[config.mk]
export PLATFORM = sky130hd
export DESIGN_NAME = acsi_cmd_sequencer
export DESIGN_NICKNAME = d
export VERILOG_FILES = /design/src/rtl/acsi_pkg.sv /design/src/rtl/acsi_cmd_sequencer.sv
export SDC_FILE = /design/constraint.sdc
export NUM_CORES = 1
export LEC_CHECK = 0
export ABC_CLOCK_PERIOD_IN_PS = 3580
export CORE_ASPECT_RATIO = 1.5
export CORE_MARGIN = 4
export CORE_UTILIZATION = 57
export DETAILED_ROUTE_END_ITERATION = 10
export GPL_TIMING_DRIVEN = 1
export PLACE_DENSITY = 0.84
export SLEW_MARGIN = 20
export SYNTH_ARGS = -nofsm -noshare
export SYNTH_HDL_FRONTEND = slang
export SYNTH_SLANG_ARGS = --single-unit
[constraint.sdc]
create_clock -name clk -period 3.58 [get_ports clk]
set_clock_uncertainty 0.1 [all_clocks]
set_input_delay 0.716 -clock clk [delete_from_list [all_inputs] [get_ports clk]]
set_output_delay 0.716 -clock clk [all_outputs]
set_load 0.01 [all_outputs]
[src/rtl/acsi_pkg.sv]
// Shared ACSI definitions: sequencer states, status-window layout and
// command-block field positions used by both the sequencer and the ACSI block.
package acsi_pkg;

   typedef enum logic [2:0] {
      ST_IDLE,
      ST_CAPTURE,
      ST_CHECK,
      ST_SEND,
      ST_WAIT_RSP,
      ST_ACK,
      ST_NAK,
      ST_DRAIN
   } acsi_state_t;

   localparam logic [3:0] ACSI_STATUS_IDX = 4'd10;
   localparam int         ACSI_CMD_LEN    = 10;
   localparam logic [3:0] ACSI_LAST_IDX   = 4'd9;

   // Layout of status byte 10: {target[7:5], 4'b0000, busy[0]}
   localparam int STAT_TGT_MSB  = 7;
   localparam int STAT_TGT_LSB  = 5;
   localparam int STAT_BUSY_BIT = 0;

   // Byte positions inside cmd_parameter
   localparam int CMD_OPCODE_IDX  = 0;
   localparam int CMD_LBA_HI_IDX  = 1;
   localparam int CMD_LBA_MID_IDX = 2;
   localparam int CMD_LBA_LO_IDX  = 3;
   localparam int CMD_LENGTH_IDX  = 4;
   localparam int CMD_CONTROL_IDX = 5;

   function automatic logic [2:0] status_target(input logic [7:0] stat);
      return stat[STAT_TGT_MSB:STAT_TGT_LSB];
   endfunction

   function automatic logic status_busy(input logic [7:0] stat);
      return stat[STAT_BUSY_BIT];
   endfunction

endpackage

[src/rtl/acsi_cmd_sequencer.sv]
// Polls the ACSI status window, captures the 10-byte command block, streams it to
// the IO controller and turns the response (or a timeout) into ACK/NAK strobes.
module acsi_cmd_sequencer
   import acsi_pkg::*;
#(
   parameter logic [23:0] TIMEOUT = 24'd1_000_000
) (
   input  logic       clk,
   input  logic       reset,
   input  logic [7:0] enable,
   output logic [3:0] status_sel,
   input  logic [7:0] status_byte,
   output logic       dma_ack,
   output logic       dma_nak,
   output logic [7:0] dma_status,
   output logic       cmd_valid,
   input  logic       cmd_ready,
   output logic [7:0] cmd_data,
   output logic       cmd_last,
   output logic [2:0] cmd_target,
   input  logic       rsp_valid,
   input  logic       rsp_ok,
   input  logic [7:0] rsp_status
);

   acsi_state_t state, state_nxt;

   logic [7:0]  stat_byte_p0;
   logic [3:0]  stat_sel_p0;
   logic [7:0]  cmd_buf [ACSI_CMD_LEN];
   logic [3:0]  send_idx;
   logic [23:0] to_cnt;
   logic        drain_zero;

   logic samp_status, samp_busy, samp_idle;
   logic byte_acc, last_acc;
   logic timeout_hit;
   logic tgt_enabled;

   // A sample only counts as status when the select that produced it was 10;
   // this keeps a stale command byte from looking like busy after a reset.
   assign samp_status = (stat_sel_p0 == ACSI_STATUS_IDX);
   assign samp_busy   = samp_status &&  status_busy(stat_byte_p0);
   assign samp_idle   = samp_status && !status_busy(stat_byte_p0);
   assign byte_acc    = cmd_valid && cmd_ready;
   assign last_acc    = byte_acc && cmd_last;
   assign timeout_hit = (TIMEOUT != 24'd0) && (to_cnt == TIMEOUT - 24'd1);
   assign tgt_enabled = enable[cmd_target];

   // Stage p0: window sample, one cycle behind the registered select
   always_ff @(posedge clk) begin
      stat_byte_p0 <= status_byte;
      if (state == ST_CAPTURE && status_sel != 4'd0)
         cmd_buf[status_sel - 4'd1] <= stat_byte_p0;
   end

   always_ff @(posedge clk) begin
      if (reset)
         state <= ST_IDLE;
      else
         state <= state_nxt;
   end

   always_comb begin
      state_nxt = state;
      case (state)
         ST_IDLE:     if (samp_busy) state_nxt = ST_CAPTURE;
         ST_CAPTURE:  if (status_sel == ACSI_STATUS_IDX) state_nxt = ST_CHECK;
         ST_CHECK:    state_nxt = tgt_enabled ? ST_SEND : ST_NAK;
         ST_SEND:     if (last_acc) state_nxt = ST_WAIT_RSP;
         ST_WAIT_RSP: begin
            // A response in the expiry cycle takes priority over the timeout
            if (rsp_valid)
               state_nxt = rsp_ok ? ST_ACK : ST_NAK;
            else if (timeout_hit)
               state_nxt = ST_NAK;
         end
         ST_ACK:      state_nxt = ST_DRAIN;
         ST_NAK:      state_nxt = ST_DRAIN;
         ST_DRAIN:    if (samp_idle && drain_zero) state_nxt = ST_IDLE;
         default:     state_nxt = ST_IDLE;
      endcase
   end

   // Stage p1: registered outputs and sequencing counters
   always_ff @(posedge clk) begin
      if (reset) begin
         status_sel  <= ACSI_STATUS_IDX;
         stat_sel_p0 <= 4'd0;
         dma_ack     <= 1'b0;
         dma_nak     <= 1'b0;
         dma_status  <= 8'h00;
         cmd_valid   <= 1'b0;
         cmd_data    <= 8'h00;
         cmd_last    <= 1'b0;
         cmd_target  <= 3'd0;
         send_idx    <= 4'd0;
         to_cnt      <= 24'd0;
         drain_zero  <= 1'b0;
      end else begin
         stat_sel_p0 <= status_sel;
         dma_ack     <= (state_nxt == ST_ACK);
         dma_nak     <= (state_nxt == ST_NAK);
         if (state == ST_WAIT_RSP && rsp_valid && rsp_ok)
            dma_status <= rsp_status;

         case (state)
            ST_IDLE: begin
               status_sel <= ACSI_STATUS_IDX;
               if (samp_busy) begin
                  cmd_target <= status_target(stat_byte_p0);
                  status_sel <= 4'd0;
               end
            end
            ST_CAPTURE: begin
               // Select runs 0..9 then parks on 10 while byte 9 is stored
               if (status_sel != ACSI_STATUS_IDX)
                  status_sel <= status_sel + 4'd1;
               send_idx <= 4'd0;
            end
            ST_CHECK: begin
               send_idx <= 4'd0;
            end
            ST_SEND: begin
               if (last_acc) begin
                  cmd_valid <= 1'b0;
                  cmd_last  <= 1'b0;
                  to_cnt    <= 24'd0;
               end else if (!cmd_valid || byte_acc) begin
                  cmd_valid <= 1'b1;
                  cmd_data  <= cmd_buf[send_idx];
                  cmd_last  <= (send_idx == ACSI_LAST_IDX);
                  send_idx  <= send_idx + 4'd1;
               end
            end
            ST_WAIT_RSP: begin
               to_cnt <= to_cnt + 24'd1;
            end
            ST_ACK, ST_NAK: begin
               drain_zero <= 1'b0;
            end
            ST_DRAIN: begin
               status_sel <= ACSI_STATUS_IDX;
               drain_zero <= samp_idle;
            end
            default: begin
               status_sel <= ACSI_STATUS_IDX;
            end
         endcase
      end
   end

endmodule

# After elaboration in Yosys (flattened, before gate mapping)
# Memory sizes are Yosys's and may differ from the RTL's. A register that Yosys moved wholly into a read port is not among the register bits.
# Cells that the tools add are included.
# op_classes
addsub	4
multipliers	0
div	0
n_lt_le_gt_ge	1
n_eq_ne	18
shifts	0
muxes	26
n_bitwise	1
n_reduce_logical	26
# ops
operator	count
$pmux 24 s2	1
$add 24x1->24 const B	1
$eq 24x20->1 const B	1
$mux 24	1
$mux 3	7
$pmux 3 s7	1
$eq 3x3->1 const B	6
$mux 4	4
$eq 4x4->1 const B	3
$pmux 4 s3	1
$add 4x1->4 const B	2
$logic_and 1x1->1	8
$pmux 4 s2	1
$reduce_and 2->1	4
$reduce_bool 2->1	4
$mux 1	7
$eq 3x2->1 const B	2
$ne 2x2->1 const B	3
$reduce_and 3->1	2
$lt 3x4->1 const B	1
$ne 4x4->1 const B	1
$reduce_bool 4->1	1
$reduce_or 2->1	2
$sub 4x1->4 const B	1
10 further kinds	11
# word_totals
regBits	63
latchBits	0
mem_bits_rw	80
romBits	0
inputBits	29
out_inout_bits	27
elab_cells	90
n_memories	1
# memory_table
memory	depth	word_bits	rd	rd_ports_with_merged_regs	write_ports	line_no	text
cmd_buf	10	8	1	1	1	acsi_cmd_sequencer.sv:30	logic [7:0] cmd_buf [ACSI_CMD_LEN];

# Depth between registers and ports, before layout
# Gate-level depths: netlist of run 1.
# depth
depth_word	6
depth_mapped	7
ltp_nobuf	7

# Worst setup path after synthesis of run 1
# No wires, ideal clock.
# synth_path
kind	reg2reg
start	register status_sel[0]
end	memory cmd_buf[8][0] (enable)
setup_ps	385
t_arrival_ps	2171
t_required_ps	3095
path_slack_ps	924
path_stages_with_launch	7
n_path_buf	0
period_less_slack_ps	2656
cell_sequence	dfxtp_1 > inv_1 > ha_1 > or4_1 > nor2_1 > a21oi_1 > nor3b_1
# synth_via
elab_chain_len	4
elab_cells_between_ends	5
cone_classes	add/sub: 1; mux: 2; reduce/logical: 2
# synth_rtl
item	line_no	text
from (decl)	acsi_cmd_sequencer.sv:11	output logic [3:0] status_sel,
from (signal assigned)	acsi_cmd_sequencer.sv:118	status_sel <= status_sel + 4'd1;
$reduce_bool 4->1	acsi_cmd_sequencer.sv:53	if (state == ST_CAPTURE && status_sel != 4'd0)
$logic_and 1x1->1	acsi_cmd_sequencer.sv:53	
$mux 1	acsi_cmd_sequencer.sv:53	
$mux 1 (implied by the code)	acsi_cmd_sequencer.sv:54	cmd_buf[status_sel - 4'd1] <= stat_byte_p0;
to (decl)	acsi_cmd_sequencer.sv:30	
# Parallel ways exist; a longest one is shown, timed or not.

# Worst setup path after layout of run 1
# layout_path
start	register status_sel[0]
end	memory cmd_buf[2][0] (enable)
# The elaborated chain is that of the path after synthesis.

==> results.json, run 1 <==
{
  "totalWireLength_um": 14100,
  "area_delta_synth_final_pct": 20.3,
  "grt_usage": 0.239,
  "max_cap_viol_count": 0,
  "critPathKind": "register to register",
  "clk_pin_slew_ps": 60,
  "status": "complete, no violations",
  "synth-edff-count": 80,
  "netlist-cell-type-count": 53,
  "drc": 0,
  "drt_first_iter_violations": 327,
  "synthFlopType": "edfxtp_1",
  "rows": 46,
  "portBuffers": 55,
  "via_count": 4407,
  "endpoint_kind": "register",
  "synthCells": 509,
  "hold_violations": 0,
  "cts_made_buffers": 17,
  "tns_ps": 0,
  "synth.net_count": 547,
  "io_pins": 56,
  "yosys-top-cells-area": "edfxtp_1, dfxtp_1, mux4_2, nand2_1, nor2_1",
  "slew_violations": 0,
  "critPathArrivalTime_ps": 2840,
  "ys_seq_area_frac": 0.606,
  "cts-resized-gates": 0,
  "wl_per_cell_um": 19.5,
  "p_total_mw": 3.76,
  "avgSynthCellArea_um2": 12.4,
  "netlist_area_um2": 6310,
  "tightestPinTransition_ps": 986,
  "core_area_um2": 10700,
  "fin_crit_sh": 0.803,
  "dr.pass1.iters": 5,
  "fill_cells": 721,
  "die_area_um2": 12900,
  "power.leakage_nw": 2.46,
  "grt_overflow": 0,
  "finalSetupViolations": 0,
  "ys_top_cells_by_count": "edfxtp_1, dfxtp_1, nand2_1",
  "yosys.area.top_type": "edfxtp_1",
  "cts-root-buf": "clkbuf_16",
  "initial_core_util": 0.590,
  "hold_buffers": 0,
  "fin_nets": 605,
  "place_congestion": 0.862,
  "path_max_fanout": 10,
  "fp.dieW_um": 93.9,
  "ys_warn_count": 0,
  "clock.fmax_mhz": 348,
  "antenna-diode-count": 0,
  "post-route-min-period_ps": 2870,
  "drive_above_1_share": 0.152,
  "critical_path.startpoint_type": "register",
  "cp.required_ps": 3550,
  "yosys.area.top_type_share": 0.380,
  "grt_pass1_vias": 4456,
  "synth_most_common_cell": "edfxtp_1",
  "drtAntennaViolNets": 0,
  "ctsLongestPathBuffers": 2,
  "relSlewSlack": 0.342,
  "grt_pass1_wl_um": 22700,
  "cts_sinks": 151,
  "die_height_um": 137,
  "rsz0062_at_grt": "false",
  "ctsHtreeMaxLevel": 4,
  "hp-class": "register to register",
  "antenna_found_initial": 0,
  "viasPerCell": 6.09,
  "peakVddDrop_mv": 0.540,
  "power_density_nw_per_um2": 495,
  "grt_max_degree": 38,
  "synth-async-reset-ratio": 0,
  "post_cts_buffers": 0,
  "ys_seq_elements": 151,
  "clock_latency_ps": 430,
  "cts_tree": "built",
  "dp_hpwl_um": 9330
}
## path summary, 6_finish.rpt
check	start	end	depth (start not counted)	slack, ps
setup reg to reg	status_sel[0]	cmd_buf[2][0]	7	710
hold / removal	dma_status[6]	dma_status[6]	2	360
hold reg to reg	dma_status[6]	dma_status[6]	2	360
setup / recovery	status_sel[0]	cmd_buf[2][0]	7	710
## critical path, cell delays in order, from the launching register on
cell and delay (ps):
dfxtp_1 510, inv_1 230, ha_1 300, o21bai_1 160, o21ai_0 290, nor2_1 90, a21oi_1 260, and3_1 580
## flip-flops by register name, indices dropped and copies added, names as in the netlist
signal / cells
cmd_last: 1
send_idx: 4
dma_ack: 1
dma_status: 8
state: 3
cmd_data: 8
cmd_buf: 80
drain_zero: 1
dma_nak: 1
cmd_target: 3
status_sel: 4
stat_sel_p0: 4
cmd_valid: 1
stat_byte_p0: 8
to_cnt: 24
## cell families after synthesis
logic type / share of synthesized area
adder cells (fa/ha/maj): 0.0178
XOR/XNOR: 0.00693
AND/OR/NAND/NOR: 0.152
AO/OA/AOI/OAI: 0.0729
buffers and inverters: 0.0218
flip-flops: 0.606
multiplexers: 0.123
## final cells by class
cell class | instances | area [um2] | share of cell area
Clock inverter | 15 | 180 | 0.0237
Inverter | 6 | 22.5 | 0.00296
Multi-Input combinational cell | 327 | 2350 | 0.310
Timing Repair Buffer | 64 | 613 | 0.0807
Clock buffer | 17 | 425 | 0.0560
Sequential cell | 151 | 3820 | 0.503
Tap cell | 144 | 180 | 0.0237
## cells in the final DEF, fill, tap and decap left out, drive strengths merged, types with 3 or more instances in the layout
cell | Yosys | final
o211ai | 4 | 4
nor2 | 52 | 52
clkdlybuf4s50 | 0 | 54
mux4 | 26 | 26
a311oi | 6 | 6
nand2 | 57 | 57
xor2 | 4 | 4
and3 | 9 | 9
nor2b | 4 | 4
mux2i | 9 | 9
a21oi | 36 | 36
nand4 | 10 | 10
ha | 9 | 9
or2 | 7 | 7
inv | 6 | 14
clkbuf | 17 | 17
nand3 | 17 | 17
nor4 | 6 | 6
buf | 8 | 10
edfxtp | 80 | 80
o21ai | 11 | 11
clkinv | 0 | 4
o21bai | 5 | 5
or3 | 6 | 6
nand3b | 3 | 3
dfxtp | 71 | 71
nor3 | 5 | 5
nor3b | 3 | 3
mux2 | 9 | 9
## report_power, final
group / switching, mW / internal (mW) / leakage (nW) / total, mW
Clock: 0.757 / 1.05 / 0.295 / 1.81
Combinational: 0.0448 / 0.0488 / 0.870 / 0.0936
Sequential: 0.0228 / 1.83 / 1.30 / 1.86
## routing by layer
| metal | wire, um | part of all wire | GRT usage |
|---|---|---|---|
| met1 | 5120 | 0.36 | 0.278 |
| met2 | 7620 | 0.54 | 0.412 |
| met3 | 930 | 0.066 | 0.0627 |
| met4 | 414 | 0.029 | 0.105 |
| met5 | 0 | 0 | 0 |
## per-stage QoR
stage | hold WS, ps | cell area [um2] | util | setup WS [ps] | std cells
CTS | 360 | 7600 | 0.710 | 713 | 724
detailed placement | 351 | 6990 | 0.653 | 803 | 692
finish | 356 | 7600 | 0.710 | 705 | 724
global placement | 342 | 6990 | 0.653 | 942 | 692
floorplan | 349 | 6310 | - | 924 | 509
global route | 378 | 7600 | 0.710 | 461 | 724
Power figures use the tool's default switching activity.
==> inputs of run 2 (changes only) <==
--- a/config.mk
+++ b/config.mk
@@ -5,13 +5,13 @@
 export SDC_FILE = /design/constraint.sdc
 export NUM_CORES = 1
 export LEC_CHECK = 0
-export ABC_CLOCK_PERIOD_IN_PS = 3580
+export ABC_CLOCK_PERIOD_IN_PS = 2600
 export CORE_ASPECT_RATIO = 1.5
 export CORE_MARGIN = 4
-export CORE_UTILIZATION = 57
+export CORE_UTILIZATION = 52
 export DETAILED_ROUTE_END_ITERATION = 10
 export GPL_TIMING_DRIVEN = 1
-export PLACE_DENSITY = 0.84
+export PLACE_DENSITY = 0.81
 export SLEW_MARGIN = 20
 export SYNTH_ARGS = -nofsm -noshare
 export SYNTH_HDL_FRONTEND = slang
==> constraint.sdc (replaced) <==
create_clock -name clk -period 2.6 [get_ports clk]
set_clock_uncertainty 0.1 [all_clocks]
set_input_delay 0.52 -clock clk [delete_from_list [all_inputs] [get_ports clk]]
set_output_delay 0.52 -clock clk [all_outputs]
set_load 0.01 [all_outputs]
==> results.json, run 2 (synthesized netlist as in run 1, its figures left out) <==
{
  "wl_per_cell_um": 18.9,
  "regMostFlops": "cmd_buf",
  "power.leakage_nw": 2.53,
  "cts_tree": "built",
  "cp.buffers_inverters": 2,
  "slew_violations": 0,
  "hp-class": "register to register",
  "ctsLongestPathBuffers": 2,
  "finalSetupViolations": 0,
  "fin_nets": 622,
  "peakVddDrop_mv": 0.569,
  "via_count": 4452,
  "cts-resized-gates": 0,
  "critPathKind": "register to register",
  "fp.dieW_um": 98.0,
  "post-route-min-period_ps": 2370,
  "clock.fmax_mhz": 421,
  "cts_sinks": 151,
  "critical_path.startpoint_type": "register",
  "max_cap_viol_count": 0,
  "endpoint_kind": "register",
  "die_area_um2": 14000,
  "critPathArrivalTime_ps": 2410,
  "rsz0062_at_grt": "false",
  "grt_max_degree": 33,
  "drive_above_1_share": 0.176,
  "clockPowerShare": 0.465,
  "place_congestion": 0.882,
  "dp_hpwl_um": 9220,
  "antenna_found_initial": 0,
  "grt_overflow": 0,
  "grt_usage": 0.209,
  "clk_pin_slew_ps": 60,
  "seqPwrFrac": 0.507,
  "p_int_mw": 3.93,
  "fin_crit_sh": 0.913,
  "io_pins": 56,
  "most-common-layout-cells": "edfxtp_1, dfxtp_1, nand2_1",
  "top_regs": "cmd_buf (80), to_cnt (24)",
  "layout_commonest_cell": "edfxtp_1",
  "power_density_nw_per_um2": 650,
  "grt_pass1_vias": 4507,
  "post_cts_buffers": 0,
  "core_area_um2": 12000,
  "cp.required_ps": 2640,
  "place_area_um2": 7170,
  "tns_ps": 0,
  "tightestPinTransition_ps": 627,
  "grt_pass1_wl_um": 22700,
  "cp_slowest_stage_delay_ps": 430,
  "path_max_fanout": 6,
  "area_delta_synth_final_pct": 22.5,
  "drt_first_iter_violations": 328,
  "largest_reg_flops": 80,
  "viasPerCell": 5.94,
  "cts-root-buf": "clkbuf_16",
  "initial_core_util": 0.528,
  "worstPathCellList": "inv_1 -> ha_1 -> or4_1 -> a21oi_1 -> and3_1 -> buf_12",
  "clock_latency_ps": 420,
  "relSlewSlack": 0.578,
  "die_height_um": 143,
  "hold_buffers": 0,
  "ctsHtreeMaxLevel": 4,
  "cp_top_family": "simple AND/OR/NAND/NOR gates",
  "dr.pass1.iters": 4,
  "drtAntennaViolNets": 0,
  "totalWireLength_um": 14100,
  "cts_made_buffers": 17,
  "status": "complete, no violations",
  "portBuffers": 55,
  "hold_violations": 0,
  "crit_slowest_cell": "or4_1",
  "rows": 49,
  "p_comb_frac": 0.028,
  "drc": 0,
  "antenna-diode-count": 0,
  "p_sw_mw": 1.10,
  "switching_share": 0.218,
  "final_area_um2": 7730
}
-- run 2: cell count changes in the layout (fill, tap and decap cells not counted), sizes merged --
| cell | previous run | this run |
|---|---|---|
| clkinv | 4 | 2 |
| bufinv | 2 | 1 |
| clkinvlp | 1 | 3 |
| buf | 10 | 27 |
-- run 2: worst reg2reg max path, cell delays in order (launching register included) --
cell and delay [ps]:
dfxtp_1 320, inv_1 100, ha_1 230, or4_1 430, a21oi_1 320, and3_1 420
buf_12 170
-- run 2: final timing paths --
kind	startpoint	to	slack, ps	cells after the start
setup / recovery	status_sel[1]	cmd_buf[1][0]	230	6
hold / removal	dma_status[6]	dma_status[6]	360	2
setup reg to reg	status_sel[1]	cmd_buf[1][0]	230	6
hold reg to reg	dma_status[6]	dma_status[6]	360	2
-- run 2: metrics by stage --
stage | setup WS, ps | total power, mW | util | hold slack, ps | std cells
final | 226 | 5.02 | 0.647 | 358 | 749
after global routing | 71.4 | 5.18 | 0.647 | 374 | 749
after CTS | 264 | 5.06 | 0.647 | 358 | 749
after detailed placement | 136 | 2.74 | 0.600 | 351 | 718
after global placement | 229 | 2.73 | 0.600 | 344 | 718
after floorplan | 215 | 2.66 | - | 349 | 509
-- run 2: cell type report --
cell class	instances	area, um2
tap	153	191
clock buffer	17	425
multi-input combinational	327	2360
clock inverter	14	135
fill	910	4220
inverter	6	22.5
timing repair buffer	81	778
sequential	151	3820
-- run 2: layer usage --
metal / vias up / track usage / part of all wire
met5: - / 0 / 0
met4: 0 / 0.0861 / 0.020
met3: 25 / 0.0499 / 0.057
met2: 165 / 0.379 / 0.56
met1: 2205 / 0.236 / 0.36
li1: 2057 / - / -
-- run 2: power groups by stage --
stage               clock [mW]  combinational (mW)  sequential, mW
floorplan                    0              0.0643            2.59
global placement             0               0.134            2.60
detailed placement           0               0.138            2.60
CTS                       2.37               0.140            2.55
global route              2.47               0.153            2.55
finish                    2.34               0.140            2.55
